[src/rtl/cam_pkg.sv]
// Shared widths, types and the per-cycle operation encoding for the CAM storage stage.
package cam_pkg;
  localparam int CAM_WIDTH      = 32;
  localparam int CAM_ADDR_WIDTH = 5;

  typedef logic [CAM_WIDTH-1:0]      cam_data_t;
  typedef logic [CAM_ADDR_WIDTH-1:0] cam_index_t;

  typedef enum logic [1:0] {
    CAM_NOP,
    CAM_READ,
    CAM_WRITE,
    CAM_SEARCH
  } cam_op_e;
endpackage

[src/rtl/cam_priority_encoder.sv]
// Combinational lowest-set-bit encoder used to resolve multiple CAM matches.
module cam_priority_encoder
  import cam_pkg::*;
#(
  parameter int DEPTH = 32,
  localparam int IW = (DEPTH > 1) ? $clog2(DEPTH) : 1
) (
  input  logic [DEPTH-1:0] match_i,
  output logic             hit_o,
  output logic [IW-1:0]    index_o
);

  // Scan from the top down so the lowest set bit is the last one written.
  always_comb begin
    hit_o   = 1'b0;
    index_o = '0;
    for (int i = DEPTH - 1; i >= 0; i--) begin
      if (match_i[i]) begin
        hit_o   = 1'b1;
        index_o = IW'(i);
      end
    end
  end

endmodule

[src/rtl/cam_storage.sv]
// CAM storage and match stage: one read, write or search per cycle with
// registered results (read > write > search).
module cam_storage
  import cam_pkg::*;
#(
  parameter int WIDTH      = CAM_WIDTH,
  parameter int ADDR_WIDTH = CAM_ADDR_WIDTH,
  localparam int DEPTH     = 2 ** ADDR_WIDTH
) (
  input  logic                  clk_i,
  input  logic                  reset_i,
  input  logic                  read_enable_i,
  input  logic [ADDR_WIDTH-1:0] read_index_i,
  input  logic                  write_enable_i,
  input  logic [ADDR_WIDTH-1:0] write_index_i,
  input  logic [WIDTH-1:0]      write_data_i,
  input  logic                  search_enable_i,
  input  logic [WIDTH-1:0]      search_data_i,
  output logic                  read_valid_o,
  output logic [WIDTH-1:0]      read_value_o,
  output logic                  read_entry_valid_o,
  output logic                  search_valid_o,
  output logic                  search_hit_o,
  output logic [ADDR_WIDTH-1:0] search_index_o
);

  logic [WIDTH-1:0]      mem_q [DEPTH];
  logic [DEPTH-1:0]      valid_q;
  logic [DEPTH-1:0]      match;
  logic                  enc_hit;
  logic [ADDR_WIDTH-1:0] enc_index;
  cam_op_e               op;

  logic                  read_valid_q,       read_valid_d;
  logic [WIDTH-1:0]      read_value_q,       read_value_d;
  logic                  read_entry_valid_q, read_entry_valid_d;
  logic                  search_valid_q,     search_valid_d;
  logic                  search_hit_q,       search_hit_d;
  logic [ADDR_WIDTH-1:0] search_index_q,     search_index_d;

  always_comb begin
    op = CAM_NOP;
    if (read_enable_i)        op = CAM_READ;
    else if (write_enable_i)  op = CAM_WRITE;
    else if (search_enable_i) op = CAM_SEARCH;
  end

  always_comb begin
    for (int i = 0; i < DEPTH; i++) begin
      match[i] = valid_q[i] && (mem_q[i] == search_data_i);
    end
  end

  cam_priority_encoder #(.DEPTH(DEPTH)) u_prio_enc (
    .match_i (match),
    .hit_o   (enc_hit),
    .index_o (enc_index)
  );

  always_comb begin
    read_valid_d       = (op == CAM_READ);
    read_value_d       = read_value_q;
    read_entry_valid_d = read_entry_valid_q;
    search_valid_d     = (op == CAM_SEARCH);
    search_hit_d       = search_hit_q;
    search_index_d     = search_index_q;
    if (op == CAM_READ) begin
      // Invalid entries read back as zero so stale data never leaks out.
      read_entry_valid_d = valid_q[read_index_i];
      read_value_d       = valid_q[read_index_i] ? mem_q[read_index_i] : '0;
    end
    if (op == CAM_SEARCH) begin
      search_hit_d   = enc_hit;
      search_index_d = enc_index;
    end
  end

  // Entry data is only observable through valid bits, so it carries no reset.
  always_ff @(posedge clk_i) begin
    if (op == CAM_WRITE) mem_q[write_index_i] <= write_data_i;
  end

  always_ff @(posedge clk_i or posedge reset_i) begin
    if (reset_i) begin
      valid_q            <= '0;
      read_valid_q       <= 1'b0;
      read_value_q       <= '0;
      read_entry_valid_q <= 1'b0;
      search_valid_q     <= 1'b0;
      search_hit_q       <= 1'b0;
      search_index_q     <= '0;
    end else begin
      if (op == CAM_WRITE) valid_q[write_index_i] <= 1'b1;
      read_valid_q       <= read_valid_d;
      read_value_q       <= read_value_d;
      read_entry_valid_q <= read_entry_valid_d;
      search_valid_q     <= search_valid_d;
      search_hit_q       <= search_hit_d;
      search_index_q     <= search_index_d;
    end
  end

  assign read_valid_o       = read_valid_q;
  assign read_value_o       = read_value_q;
  assign read_entry_valid_o = read_entry_valid_q;
  assign search_valid_o     = search_valid_q;
  assign search_hit_o       = search_hit_q;
  assign search_index_o     = search_index_q;

endmodule

[config.mk]
export PLATFORM = sky130hd
export DESIGN_NAME = cam_storage
export DESIGN_NICKNAME = d
export VERILOG_FILES = /design/src/rtl/cam_pkg.sv /design/src/rtl/cam_priority_encoder.sv /design/src/rtl/cam_storage.sv
export SDC_FILE = /design/constraint.sdc
export NUM_CORES = 2
export LEC_CHECK = 0
export BUFFER_PORTS_ARGS = -buffer_cell sky130_fd_sc_hd__buf_2
export CAP_MARGIN = 20
export CORE_MARGIN = 8
export CORE_UTILIZATION = 68
export CTS_CLUSTER_SIZE = 28
export DETAILED_ROUTE_END_ITERATION = 16
export MAX_ROUTING_LAYER = met4
export PLACE_DENSITY_LB_ADDON = 0.1
export SLEW_MARGIN = 15
export SYNTH_ARGS = -nofsm -noshare
export SYNTH_HDL_FRONTEND = slang
export SYNTH_SLANG_ARGS = --single-unit
export TNS_END_PERCENT = 10
[constraint.sdc]
create_clock -name clk_i -period 4.8 [get_ports clk_i]
set_clock_uncertainty 0.1 [all_clocks]
set_input_delay 0.72 -clock clk_i [delete_from_list [all_inputs] [get_ports clk_i]]
set_output_delay 0.72 -clock clk_i [all_outputs]
set_load 0.02 [all_outputs]
* Word-level counts from Yosys, hierarchy flattened
Memories as Yosys holds them, arrays and structs flattened. Index checks and enable logic that the tools add are counted.
Storage, ports and cells: bits in registers 73, memory bits (writable) 1024, bits of input ports 79, output and inout port bits 41, logic and storage cells 154, memories 1
Memory list:
- mem_q | depth 32, bits a word 32, read ports 33, clocked after Yosys merged registers in 0, write ports 1, line cam_storage.sv:27 | logic [WIDTH-1:0] mem_q [DEPTH];
Cells by class: magnitude comparators 3, equality and inequality tests 35, multiplexer cells 74, bitwise operators 1, reductions and logical operators 33
Operators with widths (number):
- $eq 32x32->1 | 32
- $mux 5 | 32
- $mux 1 | 36
- $logic_and 1x1->1 | 33
- $mux 32 | 1
- $or 32x32->32 | 1
- $lt 5x6->1 const B | 2
- $mux 2 | 3
- $bmux 1 s5 | 1
- $demux 1 s5 | 1
- $ge 5x1->1 const B | 1
- $eq 2x2->1 const B | 2
- $eq 2x1->1 const B | 1

* Longest topological paths before layout
word-level depth 34, mapped depth 13, gate-level depth less buffers 9

* By module
A second synthesis with hierarchy kept.
Second synthesis, totals: cell total of the unflattened synthesis 3365, area total of the unflattened synthesis 53948.0 sq um
By module, submodules not included:
- cam_storage | times used 1, cells an instance 3300, area an instance 53577.6 sq um, sequential area each 32576.2 sq um
- cam_priority_encoder | times used 1, cells an instance 65, area an instance 370.4 sq um, sequential area each 0.0 sq um

* Least setup slack after synthesis
Ideal clock, no wire load.
path type input to register, from input port read_enable_i, to memory mem_q[20][0] (netlist bit), enable pin, library setup time 0.422 ns, arrival time 2.809 ns, slack 1.469 ns, stages on the path 4, path buffers 1, cells stage by stage clkbuf_1 nor3b_1 nand3_1 nor2_1
Between the ends: cells in the longest elaborated chain, start to end 4
RTL lines:
- start, declared | line cam_storage.sv:12 | input logic read_enable_i,
- $mux 2 | line cam_storage.sv:43 | if (read_enable_i) op = CAM_READ;
- $eq 2x2->1 | line cam_storage.sv:80 | if (op == CAM_WRITE) mem_q[write_index_i] <= write_data_i;
- $mux 1 | line cam_storage.sv:80
- $mux 1 (not written as such) | line cam_storage.sv:80
- end, declared | line cam_storage.sv:27
Every way passes these cells.

* Worst setup path in the final report
from input port search_data_i[11], to register search_index_q[4], in the netlist search_index_o[4]
Between the ends: cells in the longest elaborated chain, start to end 34, elaborated cells between the ends (all ways) 96
RTL lines:
- start, declared | line cam_storage.sv:18 | input logic [WIDTH-1:0] search_data_i,
- $eq 32x32->1 | line cam_storage.sv:50 | match[i] = valid_q[i] && (mem_q[i] == search_data_i);
- $logic_and 1x1->1 | line cam_storage.sv:50
- $mux 5 (31 in series) | line cam_priority_encoder.sv:18 | if (match_i[i]) begin
- $mux 5 * | line cam_priority_encoder.sv:18
- end signal, assigned | line cam_storage.sv:99 | search_index_q <= search_index_d;
- end, declared | line cam_storage.sv:39 | logic [ADDR_WIDTH-1:0] search_index_q, search_index_d;
Every way passes the cells marked *; elsewhere a longest branch is shown, timed or not. A chain may end at the register's enable or synchronous reset.

==> run summary <==
OUTCOME
--------------------------------------------------------------------------------
Status                                                              finished, final reports clean

LAYOUT
--------------------------------------------------------------------------------
Final standard cell count with taps included and fillers excluded           5110
Share of post-route cells with drive strength above 1                     0.2162
Final standard cell utilization of the core                               0.7586
Layout-stage area growth over the synthesis result                        11.21%
Layout filler cell count                                                    5010
Number of nets in the layout                                                3968

HOLD PATH
--------------------------------------------------------------------------------
Worst hold-check path type                                              in2async

YOSYS
--------------------------------------------------------------------------------
Most used flip-flop cell after synthesis                            sky130_fd_sc_hd__edfxtp_1
Most frequent cell after synthesis                                  sky130_fd_sc_hd__edfxtp_1
Most numerous cell types in the synthesized netlist                 1024 x sky130_fd_sc_hd__edfxtp_1, 533 x sky130_fd_sc_hd__xor2_1, 486 x sky130_fd_sc_hd__xnor2_1, 330 x sky130_fd_sc_hd__mux4_2, 244 x sky130_fd_sc_hd__nor4_1
Seq cells post-synth                                                        1097
Total standard cell area after synthesis                             56640 sq um
Count of distinct cell types in the synthesized netlist                       60
Part of the Yosys area used for sequential elements                       0.5752
Ranking of synthesized cells by area                                sky130_fd_sc_hd__edfxtp_1 54%, sky130_fd_sc_hd__mux4_2 13%, sky130_fd_sc_hd__xor2_1 8.2%
Synth Net Count                                                             3796
Yosys Warn Count                                                               0
Async set or reset register ratio after synthesis                        0.06655
Number of synthesized flops with an enable pin                              1024
Top cell type's share of synthesized area                                 0.5429
Library cell with the largest summed area after synthesis           sky130_fd_sc_hd__edfxtp_1
Number of cells produced by synthesis                                       3717
Mean instance size in the synthesized netlist                        15.24 sq um

CTS
--------------------------------------------------------------------------------
Root buffer cell                                                    sky130_fd_sc_hd__clkbuf_16
CTS tree                                                                    done
CTS buffer count                                                             111
Clock insertion delay at the later pin of the skew report                0.73 ns
Worst-path clk slew                                                      0.06 ns
Buffer depth of the longest clock path                                         3
Hold-fix buffers, CTS                                                          0
Depth of the CTS H-tree                                                        3
Postcts setup bufs                                                             0
Resize count post-CTS                                                          0
Clock Sinks                                                                 1097

STA
--------------------------------------------------------------------------------
Setup repair after global routing missed its margin                           no
Tcrit/Tclk final                                                          0.8280
Final max-slew violation count                                                 0
Slew HR                                                                   0.1558
Count of final hold-check violations                                           0
Minimum period implied by the final worst setup slack                   3.975 ns
Worst-margin pin slew                                                   1.266 ns
Setup_tns                                                                   0 ns
Count of endpoints failing setup in the final report                           0
Peak Freq                                                             0.2516 GHz

GRT
--------------------------------------------------------------------------------
Antenna violations before repair                                              42
Largest net degree at the start of global routing                             50
GRT Overall Usage                                                         0.5123
Via count of the first global-routing pass                                 38830
Congestion Overflow GR                                                         0
Global-route wire length before repair                                 318000 um

DIE
--------------------------------------------------------------------------------
Area of the placeable core                                           83020 sq um
Placement Rows                                                               106
Starting density of the core                                              0.6822
Overall die area                                                     92780 sq um
Number of top-level pins                                                     120
Width of the chip                                                       304.6 um
Die height                                                              304.6 um

PLACEMENT
--------------------------------------------------------------------------------
Post-detail-place hpwl                                                 169900 um
Port bufs                                                                    119
Post-Place Cells                                                            4845
GP Congestion                                                              1.188

ROUTE
--------------------------------------------------------------------------------
Number of nets with antenna violations after routing                           0
Routed wire per std cell                                                45.99 um
Routed via count divided by cell count                                     8.015
Total via count after detailed routing                                     40960
Total length of routed met3 wires                                       49530 um
Length of routed wiring on met1                                         72700 um
Top layer reached by signal wires                                           met4
Number of DRC violations after detailed routing                                0
Number of detailed-route iterations in the first pass                         10
Detailed-route wire length                                             235000 um
Wire length on met2                                                     91550 um
Violation count after the first detailed-routing iteration                  9515

POWER AND IR DROP
--------------------------------------------------------------------------------
Leakage                                                                 20.36 nW
Power density normalized to cell area                               358.6 nW/um^2
Peak supply drop                                                     0.0003275 V
Sum of internal, switching and leakage power                            22.59 mW

FLOW RUN
--------------------------------------------------------------------------------
# Max-Cap Violations                                                           0

CRITICAL PATH
--------------------------------------------------------------------------------
Most frequent cell on the critical path                             sky130_fd_sc_hd__nor4_1
Type of destination of the critical path                                register
Number of buffers and inverters on the critical path                           2
Worst path top cell family by delay                                 simple AND/OR/NAND/NOR gates
Cell-by-cell listing of the critical path                           buf_2, buf_4, xor2_1, or4_1, nor4_1, and3_1, nor2_1, nand2_1, nor4_1, and3b_1, a21o_1
Maximum fanout along the worst path                                           18
Worst-path cell with the longest stage delay                        sky130_fd_sc_hd__buf_2
Worst setup path class                                                    in2reg
Required time of the critical path                                       5.32 ns
CP Data Arrival Time                                                     4.49 ns
Max stage delay on crit path                                             0.70 ns
Nature of the critical path startpoint                                 input pin

## worst register-to-register path: cells and delay by family (launching register included)
kind / cells / cell delay [ns]
AO/OA/AOI/OAI: 2 / 1.11
XOR/XNOR: 1 / 0.48
flip-flops: 1 / 0.42
AND/OR/NAND/NOR: 5 / 1.40
## logic make-up (layout without fill, tap and decap cells)
kind of cell,Yosys count,after routing,share of synthesized area
other cells,0,43,0
xor+xnor,1023,1023,0.1587
buf+inv,266,536,0.02638
simple gates,879,879,0.09192
mux,363,363,0.1371
compound gates,89,89,0.01071
flops,1097,1097,0.5752
## sequential cells by signal, indices dropped and copies added, names as in the netlist
| register | flops |
|---|---|
| search_index_o | 5 |
| read_entry_valid_o | 1 |
| valid_q | 32 |
| search_valid_o | 1 |
| read_valid_o | 1 |
| mem_q | 1024 |
| read_value_o | 32 |
| search_hit_o | 1 |
## where the power goes
part	switching, mW	internal, mW	total [mW]
registers	0.166	10.6	10.8
logic	2.02	0.908	2.93
clock network	3.89	4.97	8.86
total	6.08	16.5	22.6
## layout make-up
type,instances,area (sq um),share of cell area
tap,1080,1351,0.02145
sequential,1097,32580,0.5172
clock inverter,59,555.5,0.008820
timing repair buffer,274,2332,0.03703
inverter,51,193.9,0.003079
multi-input combinational,2354,22820,0.3623
antenna,43,107.6,0.001708
clock buffer,152,3045,0.04835
## metrics by stage
stage               setup WS [ns]  area, sq um  hold slack (ns)
global route               0.9404        62970           0.1517
floorplan                   1.469        56640           0.3493
CTS                         1.127        62630          0.09975
detailed placement         0.4456        59030           0.3943
global placement           0.4700        58950           0.3752
finish                     0.8255        62980          0.08151
## per-layer routing
layer  up-vias  track usage
met2      4826       0.6641
met5         -            -
li1      14890            -
met1     20080       0.6285
met4         0       0.3087
met3      1163       0.2732
## cells in the final DEF, fill, tap and decap left out, types with 23 or more instances in the layout
master and n:
sky130_fd_sc_hd__buf_4 118, sky130_fd_sc_hd__nand4_1 200, sky130_fd_sc_hd__nor2_1 23, sky130_fd_sc_hd__buf_2 114, sky130_fd_sc_hd__mux4_2 330, sky130_fd_sc_hd__o22ai_1 34, sky130_fd_sc_hd__xnor2_1 486, sky130_fd_sc_hd__nor3_1 53
sky130_fd_sc_hd__buf_12 34, sky130_fd_sc_hd__clkbuf_16 114, sky130_fd_sc_hd__dfrtp_1 73, sky130_fd_sc_hd__edfxtp_1 1024, sky130_fd_sc_hd__nand3_1 57, sky130_fd_sc_hd__clkbuf_1 33, sky130_fd_sc_hd__diode_2 43, sky130_fd_sc_hd__or2_2 42
sky130_fd_sc_hd__nand4b_1 27, sky130_fd_sc_hd__inv_1 50, sky130_fd_sc_hd__mux2i_1 32, sky130_fd_sc_hd__clkinv_2 26, sky130_fd_sc_hd__nand2_1 91, sky130_fd_sc_hd__xor2_1 533, sky130_fd_sc_hd__nor4_1 244, sky130_fd_sc_hd__nor2_4 32
## worst paths after layout
kind / depth (start not counted) / end / start / slack [ns]
max in group asynchronous: 3 / valid_q[28] / reset_i / 3.46
min in group clk_i: 1 / valid_q[2] / valid_q[2] / 0.41
worst min-delay path: 2 / read_value_o[14] / reset_i / 0.08
worst min register to register: 1 / valid_q[2] / valid_q[2] / 0.41
worst max register to register: 8 / search_index_o[4] / mem_q[10][17] / 1.20
worst max-delay path: 11 / search_index_o[4] / search_data_i[11] / 0.83
(Power assumes the default switching activity.)
